<file path="src/rtl/mul_vec_pkg.sv">
// Shared types and defaults for the sequential multi-limb vector multiplier.
// Latency: n/a (types, constants and an elaboration-time helper only).
// Backpressure: n/a.
package mul_vec_pkg;

    localparam int DEF_LIMB_W  = 16;
    localparam int DEF_N_LIMBS = 2;

    typedef logic [DEF_LIMB_W-1:0]   limb_t;
    typedef logic [2*DEF_LIMB_W-1:0] dlimb_t;

    typedef enum logic [1:0] {
        IDLE = 2'd0,
        MUL  = 2'd1,
        DONE = 2'd2
    } state_t;

    // Index width that stays at least one bit wide, even when only one value is needed.
    function automatic int idx_w(input int n);
        return (n > 1) ? $clog2(n) : 1;
    endfunction

endpackage

</file>
<file path="src/rtl/limb_mac.sv">
// One limb-by-limb partial product, shifted by its limb offset and added into the accumulator.
// Latency: combinational.
// Backpressure: none; the caller decides when to register acc_out.
module limb_mac
    import mul_vec_pkg::*;
#(
    parameter int LIMB_W  = DEF_LIMB_W,
    parameter int N_LIMBS = DEF_N_LIMBS,
    parameter int OFF_W   = idx_w(2*N_LIMBS)
) (
    input  logic [LIMB_W-1:0]           a_limb,
    input  logic [LIMB_W-1:0]           b_limb,
    input  logic [OFF_W-1:0]            off,
    input  logic [2*N_LIMBS*LIMB_W-1:0] acc_in,
    output logic [2*N_LIMBS*LIMB_W-1:0] acc_out
);

    localparam int ACC_W = 2*N_LIMBS*LIMB_W;

    logic [2*LIMB_W-1:0] prod;
    logic [ACC_W-1:0]    prod_ext;

    // Full-width product; zero-extending both operands keeps the multiply unsigned.
    assign prod     = {{LIMB_W{1'b0}}, a_limb} * {{LIMB_W{1'b0}}, b_limb};
    assign prod_ext = ACC_W'(prod);

    // The highest offset is 2*N_LIMBS-2, so the shifted product always fits the accumulator.
    assign acc_out  = acc_in + (prod_ext << (int'(off) * LIMB_W));

endmodule

</file>
<file path="src/rtl/mul_vec_seq.sv">
// Sequential schoolbook multiplier: N_LIMBS x N_LIMBS limbs into a 2*N_LIMBS-limb product, one MAC per cycle.
// Latency: N_LIMBS*N_LIMBS+1 cycles from the accept edge (with MUL_VEC_ZERO_SKIP_EN, zero rows of A cost one cycle).
// Backpressure: one transaction in flight; y and out_valid hold until out_ready, in_ready stays low meanwhile.
module mul_vec_seq
    import mul_vec_pkg::*;
#(
    parameter int LIMB_W  = DEF_LIMB_W,
    parameter int N_LIMBS = DEF_N_LIMBS
) (
    input  logic                          clk,
    input  logic                          rst,
    input  logic                          in_valid,
    output logic                          in_ready,
    input  logic [N_LIMBS*LIMB_W-1:0]     a,
    input  logic [N_LIMBS*LIMB_W-1:0]     b,
    output logic                          out_valid,
    input  logic                          out_ready,
    output logic [2*N_LIMBS*LIMB_W-1:0]   y,
    output logic                          busy
);

    localparam int OP_W  = N_LIMBS*LIMB_W;
    localparam int ACC_W = 2*OP_W;
    localparam int IW    = idx_w(N_LIMBS);
    localparam int OFF_W = idx_w(2*N_LIMBS);
    localparam logic [IW-1:0] LAST_IDX = IW'(N_LIMBS-1);

    state_t            state_q, state_d;
    logic [OP_W-1:0]   a_q, b_q;
    logic [ACC_W-1:0]  acc_q, acc_mac, acc_step, y_q;
    logic [IW-1:0]     i_q, j_q;
    logic [LIMB_W-1:0] a_limb, b_limb;
    logic [OFF_W-1:0]  off;
    logic              row_skip;
    logic              last_step;

    assign a_limb = a_q[int'(i_q)*LIMB_W +: LIMB_W];
    assign b_limb = b_q[int'(j_q)*LIMB_W +: LIMB_W];
    assign off    = OFF_W'(i_q) + OFF_W'(j_q);

    limb_mac #(
        .LIMB_W  (LIMB_W),
        .N_LIMBS (N_LIMBS),
        .OFF_W   (OFF_W)
    ) u_mac (
        .a_limb  (a_limb),
        .b_limb  (b_limb),
        .off     (off),
        .acc_in  (acc_q),
        .acc_out (acc_mac)
    );

    // A row whose A limb is zero contributes nothing, so it can be retired in a single cycle.
`ifdef MUL_VEC_ZERO_SKIP_EN
    assign row_skip = (state_q == MUL) && (j_q == '0) && (a_limb == '0);
`else
    assign row_skip = 1'b0;
`endif

    assign last_step = (i_q == LAST_IDX) && (row_skip || (j_q == LAST_IDX));
    assign acc_step  = row_skip ? acc_q : acc_mac;

    // State register.
    always_ff @(posedge clk or posedge rst) begin
        if (rst) begin
            state_q <= IDLE;
        end else begin
            state_q <= state_d;
        end
    end

    // Next-state: accept in IDLE, finish after the last limb pair, release on the output handshake.
    always_comb begin
        state_d = state_q;
        case (state_q)
            IDLE:    if (in_valid)  state_d = MUL;
            MUL:     if (last_step) state_d = DONE;
            DONE:    if (out_ready) state_d = IDLE;
            default: state_d = IDLE;
        endcase
    end

    // Handshake and status outputs decoded from the current state.
    always_comb begin
        in_ready  = (state_q == IDLE);
        busy      = (state_q == MUL);
        out_valid = (state_q == DONE);
    end

    assign y = y_q;

    // Operand capture, limb counters, accumulator and product register.
    always_ff @(posedge clk or posedge rst) begin
        if (rst) begin
            a_q   <= '0;
            b_q   <= '0;
            acc_q <= '0;
            y_q   <= '0;
            i_q   <= '0;
            j_q   <= '0;
        end else begin
            case (state_q)
                IDLE: begin
                    if (in_valid) begin
                        a_q   <= a;
                        b_q   <= b;
                        acc_q <= '0;
                        i_q   <= '0;
                        j_q   <= '0;
                    end
                end
                MUL: begin
                    acc_q <= acc_step;
                    if (last_step) begin
                        y_q <= acc_step;
                        i_q <= '0;
                        j_q <= '0;
                    end else if (row_skip || (j_q == LAST_IDX)) begin
                        i_q <= i_q + 1'b1;
                        j_q <= '0;
                    end else begin
                        j_q <= j_q + 1'b1;
                    end
                end
                default: begin
                end
            endcase
        end
    end

endmodule

</file>
<file path="config.mk">
export PLATFORM = sky130hd
export DESIGN_NAME = mul_vec_seq
export DESIGN_NICKNAME = d
export VERILOG_FILES = /design/src/rtl/mul_vec_pkg.sv /design/src/rtl/limb_mac.sv /design/src/rtl/mul_vec_seq.sv
export SDC_FILE = /design/constraint.sdc
export NUM_CORES = 1
export LEC_CHECK = 0
export ABC_AREA = 1
export BUFFER_PORTS_ARGS = -buffer_cell sky130_fd_sc_hd__buf_4
export CELL_PAD_IN_SITES_DETAIL_PLACEMENT = 2
export CELL_PAD_IN_SITES_GLOBAL_PLACEMENT = 2
export CORE_AREA = 8 8 253 255
export DETAILED_ROUTE_END_ITERATION = 10
export DIE_AREA = 0 0 261 263
export HOLD_SLACK_MARGIN = 0.02
export PLACE_DENSITY_LB_ADDON = 0.1
export SYNTH_ARGS = -nofsm -noshare
export SYNTH_HDL_FRONTEND = slang
export SYNTH_SLANG_ARGS = --single-unit
</file>
<file path="constraint.sdc">
create_clock -name clk -period 9.7 [get_ports clk]
set_input_delay 0.97 -clock clk [delete_from_list [all_inputs] [get_ports clk]]
set_output_delay 0.97 -clock clk [all_outputs]
set_load 0.01 [all_outputs]
</file>
==> results.md, run 1 <==
- Port Buffers: between 100 and 150
- Vias/cell: around 5.2
- Post-Syn Instances: 2,978
- Fin. max-slew vios: 0
- Clock Tree Root: clkbuf_16
- DRT iter0 DRCs: roughly 900
- WHS: 0.493 ns
- Routed wire length: 94,300 um
- GR Overflow Total: 0
- Worst path max stage delay: roughly 0.54 ns
- Core area: ~60,000 um^2
- Synth Cell Area: ~21,000 um^2
- Cts-stage hold buffer count: 0
- Synth unique cells: 51
- Antenna Diode Count: 0
- CP max FO: 14
- Setup slack, reg-to-reg: between 0.4 and 0.5 ns
- Seq/Total Area, Yosys: 0.229
- Top-count cell post-synth: nand2_1
- Hold Path Class: flop to flop
- Initial antenna violation count: 0
- Row cnt: 90
- Largest area contributor in the netlist: dfrtp_1
- Residual DRC: 0
- CP Data Required Time: roughly 10 ns
- Max clock buf depth: 2
- Clock Pin Slew Worst Setup and Hold Paths: 0.08 ns
- IO Pins: approximately 140
- Reg-to-Reg End: acc_q[63]
- Total Routing Usage GR: 0.278
- Share of the synthesized area in the top cell type: 0.229
- Total CTS buffers: 17
- Synth async-reset ratio: 1.00
- Worst hold path cell count: 2
- Largest net degree at the start of global routing: around 120
- Reg-to-reg startpoint: i_q
- Share of cells above drive strength 1: 0.149
- Yosys warning count: 0
- Endpoints failing setup: 0
- Worst clock skew: 0.0211 ns
- CP Launch Point: i_q
- Crit. End Element: flop
- Max Cap Viol: 0
- Worst-Margin Slew: 0.989 ns
- CTS tree: built
- Average wire per standard cell: roughly 23 um
- Peak Freq: 0.109 GHz
- Hold Vio Cnt, Final: 0
- Layout area overhead: 19.9%
- Vias in the first global route: around 25,000
- Number of synthesized flops with an enable pin: 0
- Clock Latency Late Sink: approximately 0.52 ns
- Initial Utilization: 0.357
- Global-route wire length before repair: roughly 150,000 um
- Worst r2r path cells: 42
- Post-DP HPWL: a little under 80,000 um
- RSZ-0062 raised after global routing: false
- #FFs+latches synth: between 150 and 200
- Routability Congestion: roughly 0.94
- Commonest cells post-synth: nand2_1, inv_1, nor2_1, dfrtp_1, fa_1
- Die X: ~260 um
- H-tree Lvls: 4
- Final period util: 0.949
- Post-route ant nets: 0
- # fillers: 7,119
- Status: finished clean
- Detailed-router iteration count before antenna repair: 4
- Nets: ~3,700
- Max-slew headroom: 0.341
- Avg Cell Area, Syn: a little over 7 um^2
- Final Critical Period: approximately 9.2 ns
- Synth area leaders: dfrtp_1, fa_1, nand2_1, ha_1, inv_1
- Worst setup endpoint: acc_q[63]
- Clock Sinks: between 150 and 200
- CP arrival: roughly 9.6 ns
- Worst Path Class, Setup: flop to flop
- Vert. Die Dim: 263 um
- Worst Setup Start Kind: flop
- Critical-path top delay cell: fa_1
- Via Count: approximately 21,000
- Synth Flop Type: dfrtp_1
- Syn Nets: between 3,000 and 4,000
- Die area: slightly below 70,000 um^2
-- cells by family after synthesis --
| group | after synthesis | share of synthesized area |
|---|---|---|
| AND/OR/NAND/NOR | 1406 | 0.269 |
| buffers and inverters | 581 | 0.103 |
| AO/OA/AOI/OAI | 385 | 0.0985 |
| adder cells (fa/ha/maj) | 363 | 0.281 |
| flip-flops | 196 | 0.229 |
| XOR/XNOR | 46 | 0.0189 |
| multiplexers | 1 | 0.000468 |
-- how the worst min path moves through the flow --
stage | slack [ns] | start | to
2_1_floorplan | 0.44 | a_q[20] | a_q[20]
3_3_place_gp | 0.46 | b_q[1] | b_q[1]
3_5_place_dp | 0.47 | y[50] | y[50]
4_1_cts | 0.50 | y[56] | y[56]
5_1_grt | 0.51 | acc_q[44] | acc_q[44]
6_report | 0.49 | y[56] | y[56]
-- critical path: cells and delay by family (launching register included) --
family,cells,cell delay [ns]
AO/OA/AOI/OAI,8,1.50
adder cells (fa/ha/maj),8,3.66
buffers and inverters,11,1.39
flip-flops,1,0.35
AND/OR/NAND/NOR,15,2.17
-- sequential cells by signal, indices dropped and copies added, names as in the netlist --
register	cells
acc_q	64
y	64
a_q	32
b_q	32
state_q	2
i_q	1
j_q	1
-- through the flow --
step	TNS [ns]	utilization	area, um^2	cells	setup slack, ns
2_1_floorplan	0	-	21400	2978	2.22
3_3_place_gp	0	0.417	25000	4071	0.165
3_5_place_dp	-0.00732	0.417	25000	4071	-0.00732
4_1_cts	0	0.427	25600	4103	0.143
5_1_grt	0	0.428	25600	4103	0.0407
6_report	0	0.428	25600	4103	0.496
-- per-layer routing --
layer,up-vias,GRT usage,routed length (um),part of all wire
li1,9866,-,-,-
met1,10900,0.306,37100,0.39
met2,325,0.520,49800,0.53
met3,188,0.0340,2200,0.023
met4,0,0.139,5230,0.055
met5,-,0,0,0
-- cell usage in the layout (no fill, tap or decap), drive strengths merged, types with 5 or more instances in the layout --
cell,synthesis,routed
nand2,852,852
inv,494,501
buf,6,385
nor2,336,336
o21ai,221,221
dfrtp,196,196
fa,195,195
ha,168,168
nand3,144,144
a21oi,115,115
xor2,26,26
or2,22,22
xnor2,20,20
clkbuf,68,18
nand4,17,17
clkinv,13,16
nand3b,14,14
nor3,11,11
o21bai,11,11
a31oi,9,9
a21o,9,9
o21a,5,5
nor4,5,5
a21boi,5,5
-- repair_timing --
| item | CTS | global route |
|---|---|---|
| setup endpoints to repair | 6 | 41 |
| gates resized for setup | 1 | 11 |
| buffers inserted | 0 | 0 |
-- area by class of cell --
class	count	area [um^2]	share of cell area
inverter	507	1920	0.0748
tap	782	978	0.0382
multi-input combinational	2201	14300	0.558
timing repair buffer	385	2890	0.113
sequential	196	4910	0.191
clock buffer	18	439	0.0171
clock inverter	14	198	0.00771
Power of run 1 is left out: the tool's default activity adds up to more than one toggle a clock period on the data nets, which glitch-free logic cannot reach.
==> inputs of run 2 (changes only) <==
Settings changed: CORE_AREA 8 8 253 255 to 8 8 257 259, DIE_AREA 0 0 261 263 to 0 0 265 267.
==> run 2 against run 1 <==
Effect of this change:
- register-to-register slack improved by 0.03 ns
- core utilization shrank 2.2 points
- flip-flop and latch count unchanged
- count of clock-buffer cells in the layout shrank 1
- cell count shrank 0.95%
- worst hold slack got worse by 0.011 ns
- setup slack better by 0.032 ns
==> results.md, run 2 (synthesis gave the netlist of run 1 again) <==
- Clock Tree Root: clkbuf_16 (unchanged)
- Routability Congestion: 0.923 (was 0.942)
- Critical-path top delay cell: dfrtp_4 (was fa_1)
- Vias/cell: 5.14 (was 5.20)
- Routed wire length: 92,200 um (was 94,300 um)
- Detailed-router iteration count before antenna repair: 5 (was 4)
- Vert. Die Dim: 267 um (was 263 um)
- Vias in the first global route: 24,400 (was 25,100)
- Worst r2r path cells: 34 (was 42)
- Total Routing Usage GR: 0.264 (was 0.278)
- Residual DRC: 0 (unchanged)
- Commonest non-fill, non-tap cells in the layout: nand2_1, inv_1, nor2_1 (was nand2_1, inv_1, buf_4)
- CTS tree: built (unchanged)
- Max-slew headroom: 0.324 (was 0.341)
- H-tree Lvls: 4 (unchanged)
- Largest net degree at the start of global routing: 124 (unchanged)
- Global-route wire length before repair: 143,000 um (was 147,000 um)
- Port Buffers: 134 (unchanged)
- Peak Freq: 0.109 GHz (about the same)
- Total CTS buffers: 17 (unchanged)
- Post-route ant nets: 0 (unchanged)
- Hold Path Class: flop to flop (unchanged)
- Hold Startpoint: b_q[9] (was y[56])
- IO Pins: 135 (unchanged)
- Worst Path Class, Setup: flop to flop (unchanged)
- DRT iter0 DRCs: 859 (was 898)
- Die X: 265 um (was 261 um)
- CP max FO: 23 (was 14)
- Worst hold path cell count: 2 (unchanged)
- Via Count: 20,900 (was 21,300)
- Worst clock skew: 0.0144 ns (was 0.0211 ns)
- Initial antenna violation count: 0 (unchanged)
- Worst path max stage delay: 0.62 ns (was 0.54 ns)
- Status: finished clean (unchanged)
- Worst-Margin Slew: 1.01 ns (was 0.989 ns)
- Cts-stage hold buffer count: 0 (unchanged)
- Reg-to-reg startpoint: j_q (was i_q)
- Clock Sinks: 196 (unchanged)
- # fillers: 7,487 (was 7,119)
- Core area: 62,200 um^2 (was 59,900 um^2)
- CP Data Required Time: 10.08 ns (was 10.10 ns)
- Antenna Diode Count: 0 (unchanged)
- Layout area overhead: 18.1% (was 19.9%)
- Average wire per standard cell: 22.7 um (was 23.0 um)
- Max clock buf depth: 2 (unchanged)
- Post-route cell area: 25,200 um^2 (was 25,600 um^2)
- Clock Pin Slew Worst Setup and Hold Paths: 0.08 ns (about the same)
- Hold Vio Cnt, Final: 0 (unchanged)
- CP arrival: 9.55 ns (was 9.61 ns)
- Endpoints failing setup: 0 (unchanged)
- Row cnt: 92 (was 90)
- Worst Setup Start Kind: flop (unchanged)
- RSZ-0062 raised after global routing: false (unchanged)
- Initial Utilization: 0.344 (was 0.357)
- Post-DP HPWL: 77,600 um (was 78,700 um)
- Reg-to-Reg End: y[34] (was acc_q[63])
- Share of cells above drive strength 1: 0.135 (was 0.149)
- GR Overflow Total: 0 (unchanged)
- Hold Crit Endpoint: b_q[9] (was y[56])
- Die area: 70,800 um^2 (was 68,600 um^2)
- Fin. max-slew vios: 0 (unchanged)
- Final Critical Period: 9.17 ns (was 9.20 ns)
- Setup slack, reg-to-reg: 0.53 ns (was 0.50 ns)
- Nets: 3,683 (was 3,739)
- Clock Latency Late Sink: 0.50 ns (was 0.52 ns)
- Final period util: 0.946 (was 0.949)
- Commonest non-fill, non-tap cell in the layout: nand2_1 (unchanged)
- CP dominant cell by count: fa_1
- Post-DP Area: 24,500 um^2 (was 25,000 um^2)
- Crit. End Element: flop (unchanged)
- Max Cap Viol: 0 (unchanged)
==> run 2: changes by cell type in the layout (fill, tap and decap cells not counted), sizes merged <==
cell / change
clkbuf: -1
buf: -56
clkinv: +2
clkinvlp: +1
bufinv: +1
inv: -3
==> run 2: layout make-up <==
type                            instances  area [um^2]  share of cell area
Timing Repair Buffer                  329         2490              0.0988
Sequential cell                       196         4910               0.194
Inverter                              507         1930              0.0763
Multi-Input combinational cell       2201        14300               0.566
Tap cell                              799         1000              0.0396
Clock buffer                           17          425              0.0169
Clock inverter                         15          193             0.00763
==> run 2: worst max-delay path by stage <==
stage | from | endpoint | depth (start not counted)
floorplan | i_q | y[55] | 38
global placement | j_q | y[34] | 34
detailed placement | j_q | y[34] | 34
CTS | i_q | y[34] | 36
global route | i_q | acc_q[56] | 36
finish | j_q | y[34] | 34
==> run 2: worst max-delay path, delay by kind of cell (launching register included) <==
| kind | cells | cell delay (ns) |
|---|---|---|
| adder cells (fa/ha/maj) | 8 | 3.78 |
| buffers and inverters | 5 | 0.57 |
| AO/OA/AOI/OAI | 9 | 2.39 |
| AND/OR/NAND/NOR | 12 | 1.69 |
| flip-flops | 1 | 0.62 |
==> run 2: through the flow <==
stage                     cells  utilization  hold WS [ns]  TNS [ns]  setup slack [ns]
final                      4064        0.406         0.482         0             0.528
after global routing       4064        0.406         0.505         0           0.00279
after CTS                  4057        0.405         0.483         0           0.00300
after detailed placement   4025        0.395         0.462    -20.57            -0.649
after global placement     4025        0.395         0.459     -6.31            -0.522
after floorplan            2978            -         0.441         0              2.22
==> run 2: routing by layer <==
| layer | GRT usage | share of wire | wire length, um | vias up |
|---|---|---|---|---|
| met2 | 0.501 | 0.53 | 48800 | 331 |
| met5 | 0 | 0 | 0 | - |
| met1 | 0.289 | 0.39 | 36000 | 10600 |
| met4 | 0.139 | 0.058 | 5320 | 0 |
| met3 | 0.0256 | 0.022 | 2060 | 186 |
| li1 | - | - | - | 9764 |
==> run 2: repair_timing <==
| item | CTS | global route |
|---|---|---|
| gates resized for setup | 5 | 11 |
| buffers inserted | 0 | 7 |
| endpoints found under the setup margin | 89 | 59 |
Power of run 2 is left out for the same reason.
